===== src/rtl/spi_img_pkg.sv =====
// Shared opcodes, FSM state encoding and status-byte bit positions for spi_image_loader.
package spi_img_pkg;

    localparam logic [7:0] OP_IMG_LOAD   = 8'hA0;
    localparam logic [7:0] OP_CLEAR      = 8'hB0;
    localparam logic [7:0] OP_GET_RESULT = 8'hC0;
    localparam logic [7:0] OP_GET_STATUS = 8'hD0;
    localparam logic [7:0] OP_NOP        = 8'h00;

    typedef enum logic [2:0] {
        S_IDLE,
        S_LOAD,
        S_CHECK,
        S_START,
        S_WAIT
    } state_e;

    localparam int unsigned ST_BUSY      = 7;
    localparam int unsigned ST_RES_VALID = 6;
    localparam int unsigned ST_ERR_CMD   = 5;
    localparam int unsigned ST_ERR_BUSY  = 4;
    localparam int unsigned ST_ERR_ABORT = 3;
    localparam int unsigned ST_ERR_CHK   = 2;

endpackage


===== src/rtl/spi_image_loader_if.sv =====
// Byte stream to/from the SPI peripheral plus image/result hand-off to the BNN core.
// master: peripheral/BNN side; slave: the loader.
interface spi_image_loader_if #(
    parameter int unsigned IMG_W = 32,
    parameter int unsigned IMG_H = 32,
    parameter int unsigned RES_W = 4
);
    logic [7:0]             rx_byte;
    logic                   byte_valid;
    logic                   spi_error;
    logic [7:0]             tx_byte;
    logic                   byte_ready;
    logic                   rx_enable;
    logic                   tx_enable;
    logic [IMG_W*IMG_H-1:0] img_data;
    logic                   img_start;
    logic                   bnn_busy;
    logic [RES_W-1:0]       bnn_result;
    logic                   bnn_result_valid;

    modport master (
        output rx_byte, byte_valid, spi_error, bnn_busy, bnn_result, bnn_result_valid,
        input  tx_byte, byte_ready, rx_enable, tx_enable, img_data, img_start
    );

    modport slave (
        input  rx_byte, byte_valid, spi_error, bnn_busy, bnn_result, bnn_result_valid,
        output tx_byte, byte_ready, rx_enable, tx_enable, img_data, img_start
    );
endinterface


===== src/rtl/image_buffer.sv =====
// IMG_BYTES x 8 image store with one write port and synchronous clear.
// Flat output: pixel 8k+i is bit (7-i) of byte k, so each byte is laid out MSB first.
module image_buffer #(
    parameter int unsigned IMG_BYTES = 128,
    localparam int unsigned AW = $clog2(IMG_BYTES)
) (
    input  logic                   clk,
    input  logic                   rst,
    input  logic                   clr,
    input  logic                   we,
    input  logic [AW-1:0]          addr,
    input  logic [7:0]             wdata,
    output logic [IMG_BYTES*8-1:0] img_data
);

    logic [7:0] mem_q [IMG_BYTES];
    logic [7:0] mem_d [IMG_BYTES];

    always_comb begin
        mem_d = mem_q;
        if (clr) begin
            for (int i = 0; i < IMG_BYTES; i++) mem_d[i] = 8'h00;
        end else if (we) begin
            mem_d[addr] = wdata;
        end
    end

    always_ff @(posedge clk) begin
        if (rst) mem_q <= '{default: 8'h00};
        else     mem_q <= mem_d;
    end

    always_comb begin
        img_data = '0;
        for (int k = 0; k < IMG_BYTES; k++) begin
            for (int i = 0; i < 8; i++) img_data[8*k+i] = mem_q[k][7-i];
        end
    end

endmodule


===== src/rtl/spi_image_loader.sv =====
// Command decoder / image assembler between the SPI peripheral and the BNN core.
// Optional trailing XOR checksum byte enabled by defining SPI_IMG_CHECKSUM_EN.
module spi_image_loader
    import spi_img_pkg::*;
#(
    parameter int unsigned IMG_W = 32,
    parameter int unsigned IMG_H = 32,
    parameter int unsigned RES_W = 4,
    localparam int unsigned IMG_BYTES = IMG_W * IMG_H / 8,
    localparam int unsigned CNT_W = $clog2(IMG_BYTES + 1),
    localparam int unsigned AW = $clog2(IMG_BYTES)
) (
    input logic               clk,
    input logic               rst,
    spi_image_loader_if.slave bus
);

    state_e           state_q, state_d;
    logic [CNT_W-1:0] byte_cnt_q, byte_cnt_d;
    logic [7:0]       tx_q, tx_d;
    logic [RES_W-1:0] result_q, result_d;
    logic             rv_q, rv_d;
    logic             err_cmd_q, err_cmd_d;
    logic             err_busy_q, err_busy_d;
    logic             err_abort_q, err_abort_d;
    logic             err_chk;
    logic             byte_valid_q;
    logic             en_q;
    logic             byte_evt;
    logic             buf_we, buf_clr;
    logic [7:0]       status, result_byte;

`ifdef SPI_IMG_CHECKSUM_EN
    logic [7:0] chk_acc_q, chk_acc_d;
    logic       err_chk_q, err_chk_d;
    assign err_chk = err_chk_q;
`else
    assign err_chk = 1'b0;
`endif

    // byte_valid is a level held for the whole byte; act only on its rising edge
    assign byte_evt = bus.byte_valid & ~byte_valid_q;

    always_comb begin
        status               = 8'h00;
        status[ST_BUSY]      = (state_q != S_IDLE) | bus.bnn_busy;
        status[ST_RES_VALID] = rv_q;
        status[ST_ERR_CMD]   = err_cmd_q;
        status[ST_ERR_BUSY]  = err_busy_q;
        status[ST_ERR_ABORT] = err_abort_q;
        status[ST_ERR_CHK]   = err_chk;
        result_byte              = 8'h00;
        result_byte[7]           = rv_q;
        result_byte[RES_W-1:0]   = result_q;
    end

    always_comb begin
        state_d     = state_q;
        byte_cnt_d  = byte_cnt_q;
        tx_d        = tx_q;
        result_d    = result_q;
        rv_d        = rv_q;
        err_cmd_d   = err_cmd_q;
        err_busy_d  = err_busy_q;
        err_abort_d = err_abort_q;
        buf_we      = 1'b0;
        buf_clr     = 1'b0;
`ifdef SPI_IMG_CHECKSUM_EN
        chk_acc_d = chk_acc_q;
        err_chk_d = err_chk_q;
`endif

        // Commands are decoded while idle and while waiting on the BNN
        if (byte_evt && (state_q == S_IDLE || state_q == S_WAIT)) begin
            case (bus.rx_byte)
                OP_IMG_LOAD: begin
                    if (state_q == S_IDLE) begin
                        state_d    = S_LOAD;
                        byte_cnt_d = '0;
`ifdef SPI_IMG_CHECKSUM_EN
                        chk_acc_d = 8'h00;
`endif
                    end else begin
                        err_busy_d = 1'b1;
                    end
                end
                OP_CLEAR: begin
                    if (state_q == S_IDLE) begin
                        buf_clr     = 1'b1;
                        rv_d        = 1'b0;
                        err_cmd_d   = 1'b0;
                        err_busy_d  = 1'b0;
                        err_abort_d = 1'b0;
`ifdef SPI_IMG_CHECKSUM_EN
                        err_chk_d = 1'b0;
`endif
                    end else begin
                        err_busy_d = 1'b1;
                    end
                end
                OP_GET_RESULT: tx_d = result_byte;
                OP_GET_STATUS: tx_d = status;
                OP_NOP:        ;
                default:       err_cmd_d = 1'b1;
            endcase
        end

        case (state_q)
            S_LOAD: begin
                if (bus.spi_error) begin
                    err_abort_d = 1'b1;
                    state_d     = S_IDLE;
                end else if (byte_evt) begin
                    buf_we     = 1'b1;
                    byte_cnt_d = byte_cnt_q + CNT_W'(1);
`ifdef SPI_IMG_CHECKSUM_EN
                    chk_acc_d = chk_acc_q ^ bus.rx_byte;
                    if (byte_cnt_q == CNT_W'(IMG_BYTES - 1)) state_d = S_CHECK;
`else
                    if (byte_cnt_q == CNT_W'(IMG_BYTES - 1)) state_d = S_START;
`endif
                end
            end
`ifdef SPI_IMG_CHECKSUM_EN
            S_CHECK: begin
                if (bus.spi_error) begin
                    err_abort_d = 1'b1;
                    state_d     = S_IDLE;
                end else if (byte_evt) begin
                    if (bus.rx_byte == chk_acc_q) begin
                        state_d = S_START;
                    end else begin
                        err_chk_d = 1'b1;
                        state_d   = S_IDLE;
                    end
                end
            end
`endif
            S_START: begin
                rv_d    = 1'b0;
                state_d = S_WAIT;
            end
            S_WAIT: begin
                if (bus.bnn_result_valid) begin
                    result_d = bus.bnn_result;
                    rv_d     = 1'b1;
                    state_d  = S_IDLE;
                end
            end
            default: ;
        endcase
    end

    always_ff @(posedge clk) begin
        if (rst) begin
            state_q      <= S_IDLE;
            byte_cnt_q   <= '0;
            tx_q         <= 8'h00;
            result_q     <= '0;
            rv_q         <= 1'b0;
            err_cmd_q    <= 1'b0;
            err_busy_q   <= 1'b0;
            err_abort_q  <= 1'b0;
            byte_valid_q <= 1'b0;
            en_q         <= 1'b0;
        end else begin
            state_q      <= state_d;
            byte_cnt_q   <= byte_cnt_d;
            tx_q         <= tx_d;
            result_q     <= result_d;
            rv_q         <= rv_d;
            err_cmd_q    <= err_cmd_d;
            err_busy_q   <= err_busy_d;
            err_abort_q  <= err_abort_d;
            byte_valid_q <= bus.byte_valid;
            en_q         <= 1'b1;
        end
    end

`ifdef SPI_IMG_CHECKSUM_EN
    always_ff @(posedge clk) begin
        if (rst) begin
            chk_acc_q <= 8'h00;
            err_chk_q <= 1'b0;
        end else begin
            chk_acc_q <= chk_acc_d;
            err_chk_q <= err_chk_d;
        end
    end
`endif

    image_buffer #(
        .IMG_BYTES(IMG_BYTES)
    ) u_image_buffer (
        .clk     (clk),
        .rst     (rst),
        .clr     (buf_clr),
        .we      (buf_we),
        .addr    (byte_cnt_q[AW-1:0]),
        .wdata   (bus.rx_byte),
        .img_data(bus.img_data)
    );

    assign bus.tx_byte    = tx_q;
    assign bus.byte_ready = en_q;
    assign bus.rx_enable  = en_q;
    assign bus.tx_enable  = en_q;
    assign bus.img_start  = (state_q == S_START);

endmodule


===== src/flat_wrapper.sv =====
// flat-port wrapper written by rule: the top's interface ports become plain ports
module spi_image_loader_flat import spi_img_pkg::*;
#(
    parameter int unsigned IMG_W = 32,
    parameter int unsigned IMG_H = 32,
    parameter int unsigned RES_W = 4,
    localparam int unsigned IMG_BYTES = IMG_W * IMG_H / 8,
    localparam int unsigned CNT_W = $clog2(IMG_BYTES + 1),
    localparam int unsigned AW = $clog2(IMG_BYTES)
)
  (clk, rst, bus_rx_byte, bus_byte_valid, bus_spi_error, bus_bnn_busy, bus_bnn_result, bus_bnn_result_valid, bus_tx_byte, bus_byte_ready, bus_rx_enable, bus_tx_enable, bus_img_data, bus_img_start);
  spi_image_loader_if #(.IMG_W(IMG_W), .IMG_H(IMG_H), .RES_W(RES_W)) bus_i ();
  input logic clk;
  input logic rst;
  input wire logic [$bits(bus_i.rx_byte)-1:0] bus_rx_byte;
  input wire logic [$bits(bus_i.byte_valid)-1:0] bus_byte_valid;
  input wire logic [$bits(bus_i.spi_error)-1:0] bus_spi_error;
  input wire logic [$bits(bus_i.bnn_busy)-1:0] bus_bnn_busy;
  input wire logic [$bits(bus_i.bnn_result)-1:0] bus_bnn_result;
  input wire logic [$bits(bus_i.bnn_result_valid)-1:0] bus_bnn_result_valid;
  output wire logic [$bits(bus_i.tx_byte)-1:0] bus_tx_byte;
  output wire logic [$bits(bus_i.byte_ready)-1:0] bus_byte_ready;
  output wire logic [$bits(bus_i.rx_enable)-1:0] bus_rx_enable;
  output wire logic [$bits(bus_i.tx_enable)-1:0] bus_tx_enable;
  output wire logic [$bits(bus_i.img_data)-1:0] bus_img_data;
  output wire logic [$bits(bus_i.img_start)-1:0] bus_img_start;
  assign bus_i.rx_byte = bus_rx_byte;
  assign bus_i.byte_valid = bus_byte_valid;
  assign bus_i.spi_error = bus_spi_error;
  assign bus_i.bnn_busy = bus_bnn_busy;
  assign bus_i.bnn_result = bus_bnn_result;
  assign bus_i.bnn_result_valid = bus_bnn_result_valid;
  assign bus_tx_byte = bus_i.tx_byte;
  assign bus_byte_ready = bus_i.byte_ready;
  assign bus_rx_enable = bus_i.rx_enable;
  assign bus_tx_enable = bus_i.tx_enable;
  assign bus_img_data = bus_i.img_data;
  assign bus_img_start = bus_i.img_start;
  spi_image_loader #(.IMG_W(IMG_W), .IMG_H(IMG_H), .RES_W(RES_W)) u_core (.clk(clk), .rst(rst), .bus(bus_i));
endmodule

===== config.mk =====
export PLATFORM = sky130hd
export DESIGN_NAME = spi_image_loader_flat
export DESIGN_NICKNAME = d
export VERILOG_FILES = /design/src/rtl/spi_img_pkg.sv /design/src/rtl/spi_image_loader_if.sv /design/src/rtl/image_buffer.sv /design/src/rtl/spi_image_loader.sv /design/src/flat_wrapper.sv
export SDC_FILE = /design/constraint.sdc
export NUM_CORES = 2
export LEC_CHECK = 0
export BUFFER_PORTS_ARGS = -buffer_cell sky130_fd_sc_hd__buf_4
export CORE_AREA = 5 5 411 413
export DETAILED_ROUTE_END_ITERATION = 8
export DIE_AREA = 0 0 416 418
export PLACE_DENSITY = 0.43
export SYNTH_ARGS = -nofsm -noshare
export SYNTH_HDL_FRONTEND = slang
export SYNTH_HIERARCHICAL = 1
export SYNTH_SLANG_ARGS = --single-unit

===== constraint.sdc =====
create_clock -name clk -period 2.97 [get_ports clk]
set_input_delay 0.297 -clock clk [delete_from_list [all_inputs] [get_ports clk]]
set_output_delay 0.297 -clock clk [all_outputs]
set_load 0.01 [all_outputs]

Yosys cells after proc, flatten, opt, wreduce, memory -nomap -nowiden
Cells that the tools add are included.
{ "word_totals": {"elab_cells": 210, "output_inout_bits": 1036, "ff_bits": 1053, "inputBits": 18} }
{ "classes": {"n_bitwise": 5, "reduce_logical": 14, "n_addsub": 1, "magnitude_cmp": 2, "eq_ne": 10, "muxes": 40} }
{ "ops": {"columns": ["cell", "count"], "rows": [
  ["bitwise mux 1024 bit", 1],
  ["demux 8 bit (select 7 bit)", 1],
  ["two-way mux 8 bit", 7],
  ["== test 8 bit (second input constant)", 4],
  ["two-way mux 3 bit", 7],
  ["two-way mux 1 bit", 19],
  ["case mux 8 bit (2 select lines)", 1],
  ["case mux 3 bit (3 select lines)", 1],
  ["adder 8 x 1 -> 8 bit (second input constant)", 1],
  ["== test 8 x 7 -> 1 bit (second input constant)", 1],
  ["greater-or-equal comparator 8 bit (second input constant)", 1],
  ["zero test 8 bit", 1],
  ["less-than comparator 8 x 1 -> 1 bit (second input constant)", 1],
  ["NOT 7 -> 8 bit", 1],
  ["case mux 1 bit (2 select lines)", 3],
  ["AND reduction 3 bit", 2],
  ["AND reduction 2 bit", 2],
  ["nonzero test 2 bit", 2],
  ["OR reduction 4 bit", 1],
  ["== test 3 x 1 -> 1 bit (second input constant)", 1],
  ["== test 3 x 2 -> 1 bit (second input constant)", 1],
  ["== test 3 bit (second input constant)", 1],
  ["zero test 3 bit", 1],
  ["nonzero test 3 bit", 1],
  ["8 further kinds", 10]
]} }

Depth between registers and ports, before layout
{ "depth": {"word_depth": 8, "depth_mapped": 11} }

Modules after synthesis
The synthesis kept the hierarchy.
{ "by_module_without_submodules": {"columns": ["module", "area_per_inst_um2", "seq_area_each_um2", "cells_per_inst", "instances"], "rows": [
  ["image_buffer", 38436.9, 20499.7, 3508, 1],
  ["spi_image_loader", 1336.3, 580.6, 159, 1]
]} }

Least setup slack after synthesis
OpenSTA, ideal clock, no wires.
{ "synth_timing": {"path_type": "input-to-reg", "from": "input bus_rx_byte[1]", "to": "register u_core.u_image_buffer.mem_q (netlist bit u_core/u_image_buffer/img_data[100])", "setup_time_ns": 0.132, "cell_stages": 11, "arrival_ns": 2.294, "slack_ns": 0.543, "t_required_ns": 2.838, "path_cell_list": "or4_1 -> clkbuf_1 -> nor3_1 -> nand2_1 -> nor2_1 -> nor2_2 -> buf_2 -> nand2_1 -> clkbuf_1 -> buf_1 -> mux2i_1"} }
{ "synth_between": {"elab_chain_cells": 4} }
{ "synth_rtl": {"columns": ["element", "line_no", "rtl"], "rows": [
  ["start: declaration", "flat_wrapper.sv:15", "input wire logic [$bits(bus_i.rx_byte)-1:0] bus_rx_byte;"],
  ["== test 8 bit", "spi_image_loader.sv:75", "case (bus.rx_byte)"],
  ["two-way mux 1 bit", "spi_image_loader.sv:75", null],
  ["two-way mux 1 bit", "spi_image_loader.sv:74", "if (byte_evt && (state_q == S_IDLE || state_q == S_WAIT)) begin"],
  ["named net u_core.buf_clr", "spi_image_loader.sv:30", "logic buf_we, buf_clr;"],
  ["OR reduction 2 bit (no source line)", null, null],
  ["end signal: assignment", "image_buffer.sv:30", "else mem_q <= mem_d;"],
  ["end: declaration", "image_buffer.sv:16", "logic [7:0] mem_q [IMG_BYTES];"]
]} }
The timed path passes the listed nets, and every way through them passes these cells.
A chain may end at the register's enable or synchronous reset.

Worst setup path in the final report
{ "layout_timing": {"from": "register u_core.state_q[0]", "to": "register u_core.u_image_buffer.mem_q (netlist bit u_core/u_image_buffer/img_data[527])"} }
{ "layout_between": {"elab_chain_cells": 5, "elab_cells_between_ends": 10} }
{ "layout_rtl": {"columns": ["element", "line_no", "rtl"], "rows": [
  ["start: declaration", "spi_image_loader.sv:18", "state_e state_q, state_d;"],
  ["start signal: assignment", "spi_image_loader.sv:167", "state_q <= state_d;"],
  ["zero test 3 bit or == test 3 bit (tied branches)", "spi_image_loader.sv:74, spi_image_loader.sv:88", null],
  ["two-way mux 1 bit or logical OR 1 bit (tied branches)", "spi_image_loader.sv:88, spi_image_loader.sv:74", null],
  ["two-way mux 1 bit or logical AND 1 bit (tied branches)", "spi_image_loader.sv:75, spi_image_loader.sv:74", null],
  ["two-way mux 1 bit *", "spi_image_loader.sv:74", null],
  ["named net u_core.buf_clr", "spi_image_loader.sv:30", null],
  ["OR reduction 2 bit (no source line) *", null, null]
]} }
Mark *: on every way through the listed nets, which the timed path passes. The rest lies on a longest branch.

==> results.tsv <==
metric	value	unit
GRT met1 Usage	22.37	%
die height	418	um
DP Cell Count	6850	
most common cell in the synthesized netlist	dfxtp_1	
main combinational cell family by area after synthesis	multiplexers	
Storage cell area	21090	um2
Data arrival, critical path	3.43	ns
worst path required time	3.62	ns
class of the worst hold path	in2reg	
Int Pwr	23.37	mW
Worst-Margin Slew	0.9544	ns
worst min-delay path endpoint	u_core/bus.tx_byte[7]	
crit path from	u_core/state_q[0]	
outcome	finished clean	
root buffer cell	clkbuf_16	
sw frac	23.29	%
gpl congestion	0.7865	
CTS clk-pin slew, worst paths	0.06	ns
Syn Inst Count	3667	
first-pass GRT wire length	241800	um
Avg Cell Area, Syn	10.85	um2
Rows	149	
chip width	416	um
EDFF count, synth	0	
synth warn	6	
cell taking the most area after synthesis	dfxtp_1	
I/O pins	1054	
final hold violation count	0	
FF-to-FF path depth	10	
TritonCTS Buffers	118	
Pre-Repair DR Iteration Count	5	
PwrDens	544.6	nW/um2
Cell Area, Placed	51750	um2
Setup violations, final	0	
core area	164400	um2
Initial Utilization	24.19	%
gr usage total	18.99	%
Syn Nets	3686	
area grow syn2layout	40.66	%
DRT iter0 DRCs	1432	
Seq pwr share	46.4	%
Leakage	29.29	nW
RSZ-0062 raised after global routing	false	
xor and xnor area share after synthesis	0.02202	%
port bufs	1053	
Main synth FF type	dfxtp_1	
P_sw	7.098	mW
share of layout cells above drive strength 1	33.44	%
initial antenna violation count	1	
post-synth top area share	53.00	%
Clk network pwr share	50.1	%
vias per cell	4.242	
post-synthesis compound-gate area fraction	0.6040	%
H-tree depth	3	
Max Slew Vio Count	0	
Nets	4810	
post-route cell area	55940	um2
CP max FO	80	
Multi-input gate area	17320	um2
Mapped Area	39770	um2
slew margin rel.	36.22	%
share of synthesized flip-flops with an asynchronous set or reset	0	%
vias in the first global route	30686	
type of origin of the critical path	flop	
Yosys reg bits	1053	
DIE AREA	173900	um2
largest net degree at the start of global routing	81	
Top Usage Layer GRT	met2	
DRC violations left	0	
CTS tree	yes	
Clock Latency Late Sink	0.75	ns
CTS sink count	1053	
most frequent cells after synthesis	dfxtp_1 (1,053), nand2_1 (1,049), mux2i_1 (1,029)	
routing usage on met2	33.39	%
routing usage on met3	4.998	%
maximum VDD drop	0.0004912	V
hold_ws	0.08739	ns
Max Buffers Root-to-Sink	3	
FF-to-FF Start	u_core/state_q[0]	
slack of the worst reg-to-reg path	0.19	ns
DP Wirelength	128700	um
Simple-Gate Fraction of Synth Area	16.76	%
hold path depth	4	
routed vias	30051	
Synth area leaders	dfxtp_1 (53%), mux2i_1 (26%), nand2_1 (9.9%)	
RR Endpoint	u_core/u_image_buffer/img_data[527]	
postcts setup bufs	0	
register area share after synthesis	53.00	%
Hold Path Origin	bus_rx_byte[5]	
clock skew	0.07354	ns
mux cell area share after synthesis	25.90	%
worst setup path class	reg2reg	
adder-cell share of the synthesized area	0.03146	%
Worst setup EP type	flop	
wire length per cell	24.45	um
Final ANT Viol Nets	0	
GR Overflow Total	0	
Total Wirelength	173200	um
Logic pwr share	3.5	%
Final period util	93.53	%
Layout Cells excl Fill	7084	
post-synth cell types	51	
Max Fclk	360.0	MHz
Max Cap Viol	0	
fillers	16911	
Final min period	2.778	ns
-- per-stage QoR --
step / worst slack (ns) / util [%] / setup TNS, ns / power (mW)
after floorplan: 0.5434 / - / 0 / 14.86
after global placement: -0.2854 / 31.47 / -174.70 / 15.52
after detailed placement: -0.2927 / 31.47 / -163.26 / 15.51
after CTS: 0.07105 / 34.02 / 0 / 30.97
after global routing: 0.006602 / 34.02 / 0 / 31.59
final: 0.1920 / 34.02 / 0 / 30.47
-- cell usage in the layout (no fill, tap or decap), types with 25 or more instances in the layout --
cell type  instances
buf_4           1189
dfxtp_1         1049
nand2_1         1041
mux2i_1         1029
clkbuf_16        119
buf_12            83
nand2_8           80
clkbuf_8          32
clkinv_2          30
nand2_2           25
-- flip-flops by register name (all words and copies together) (netlist names) --
register	cells
u_core/byte_valid_q	1
u_core/bus.tx_byte	8
u_core/err_abort_q	1
u_core/byte_cnt_q	8
u_core/u_image_buffer/img_data	1024
u_core/err_busy_q	1
u_core/bus.byte_ready	1
u_core/rv_q	1
u_core/state_q	3
u_core/result_q	4
u_core/err_cmd_q	1
-- power groups by stage --
stage	clock, mW	sequential (mW)	combinational [mW]
final	15.3	14.1	1.06
after global routing	16.3	14.1	1.13
after CTS	15.8	14.1	1.09
after detailed placement	0	14.4	1.07
after global placement	0	14.4	1.08
after floorplan	0	14.4	0.422
-- kinds of logic after synthesis --
| group | count (synthesis) |
|---|---|
| flip-flops | 1053 |
| AND/OR/NAND/NOR | 1265 |
| adder cells (fa/ha/maj) | 1 |
| buffers and inverters | 282 |
| XOR/XNOR | 1 |
| AO/OA/AOI/OAI | 36 |
| multiplexers | 1029 |
-- cell type report --
cell class | count | share of cell area, %
antenna | 2 | 0.008946
clock buffer | 173 | 6.258
clock inverter | 49 | 1.058
inverter | 4 | 0.02684
multi-input combinational | 2332 | 30.96
sequential | 1053 | 37.69
tap | 2189 | 4.896
timing repair buffer | 1282 | 19.10
-- worst max path at each step --
stage / endpoint / depth (start not counted) / slack, ns
3_5_place_dp: u_core/u_image_buffer/img_data[558] / 12 / -0.29
2_1_floorplan: u_core/u_image_buffer/img_data[100] / 11 / 0.54
6_report: u_core/u_image_buffer/img_data[527] / 10 / 0.19
4_1_cts: u_core/u_image_buffer/img_data[72] / 6 / 0.07
5_1_grt: u_core/u_image_buffer/img_data[442] / 10 / 0.007
3_3_place_gp: u_core/u_image_buffer/img_data[492] / 12 / -0.29
-- worst max-delay path: stages, from the launching register on --
cell     delay (ns)
dfxtp_1        0.43
or4b_1         0.19
nor3_1         0.06
buf_4          0.13
nand2_1        0.05
nor2_1         0.06
nor2_4         0.72
buf_12         0.33
buf_12         0.36
nand2_1        0.11
mux2i_1        0.13
-- repair_timing --
item,in CTS,in global routing
gates resized for setup,0,1
endpoints found under the setup margin,0,21
hold buffers,10,0
endpoints found under the hold margin,11,0
-- routing by layer --
metal	vias up	share of wire, %
met5	-	0
met4	0	3.5
met3	201	6.0
met2	754	50
met1	14619	41
li1	14477	-
Note: power is estimated with default switching activity, not from simulation.
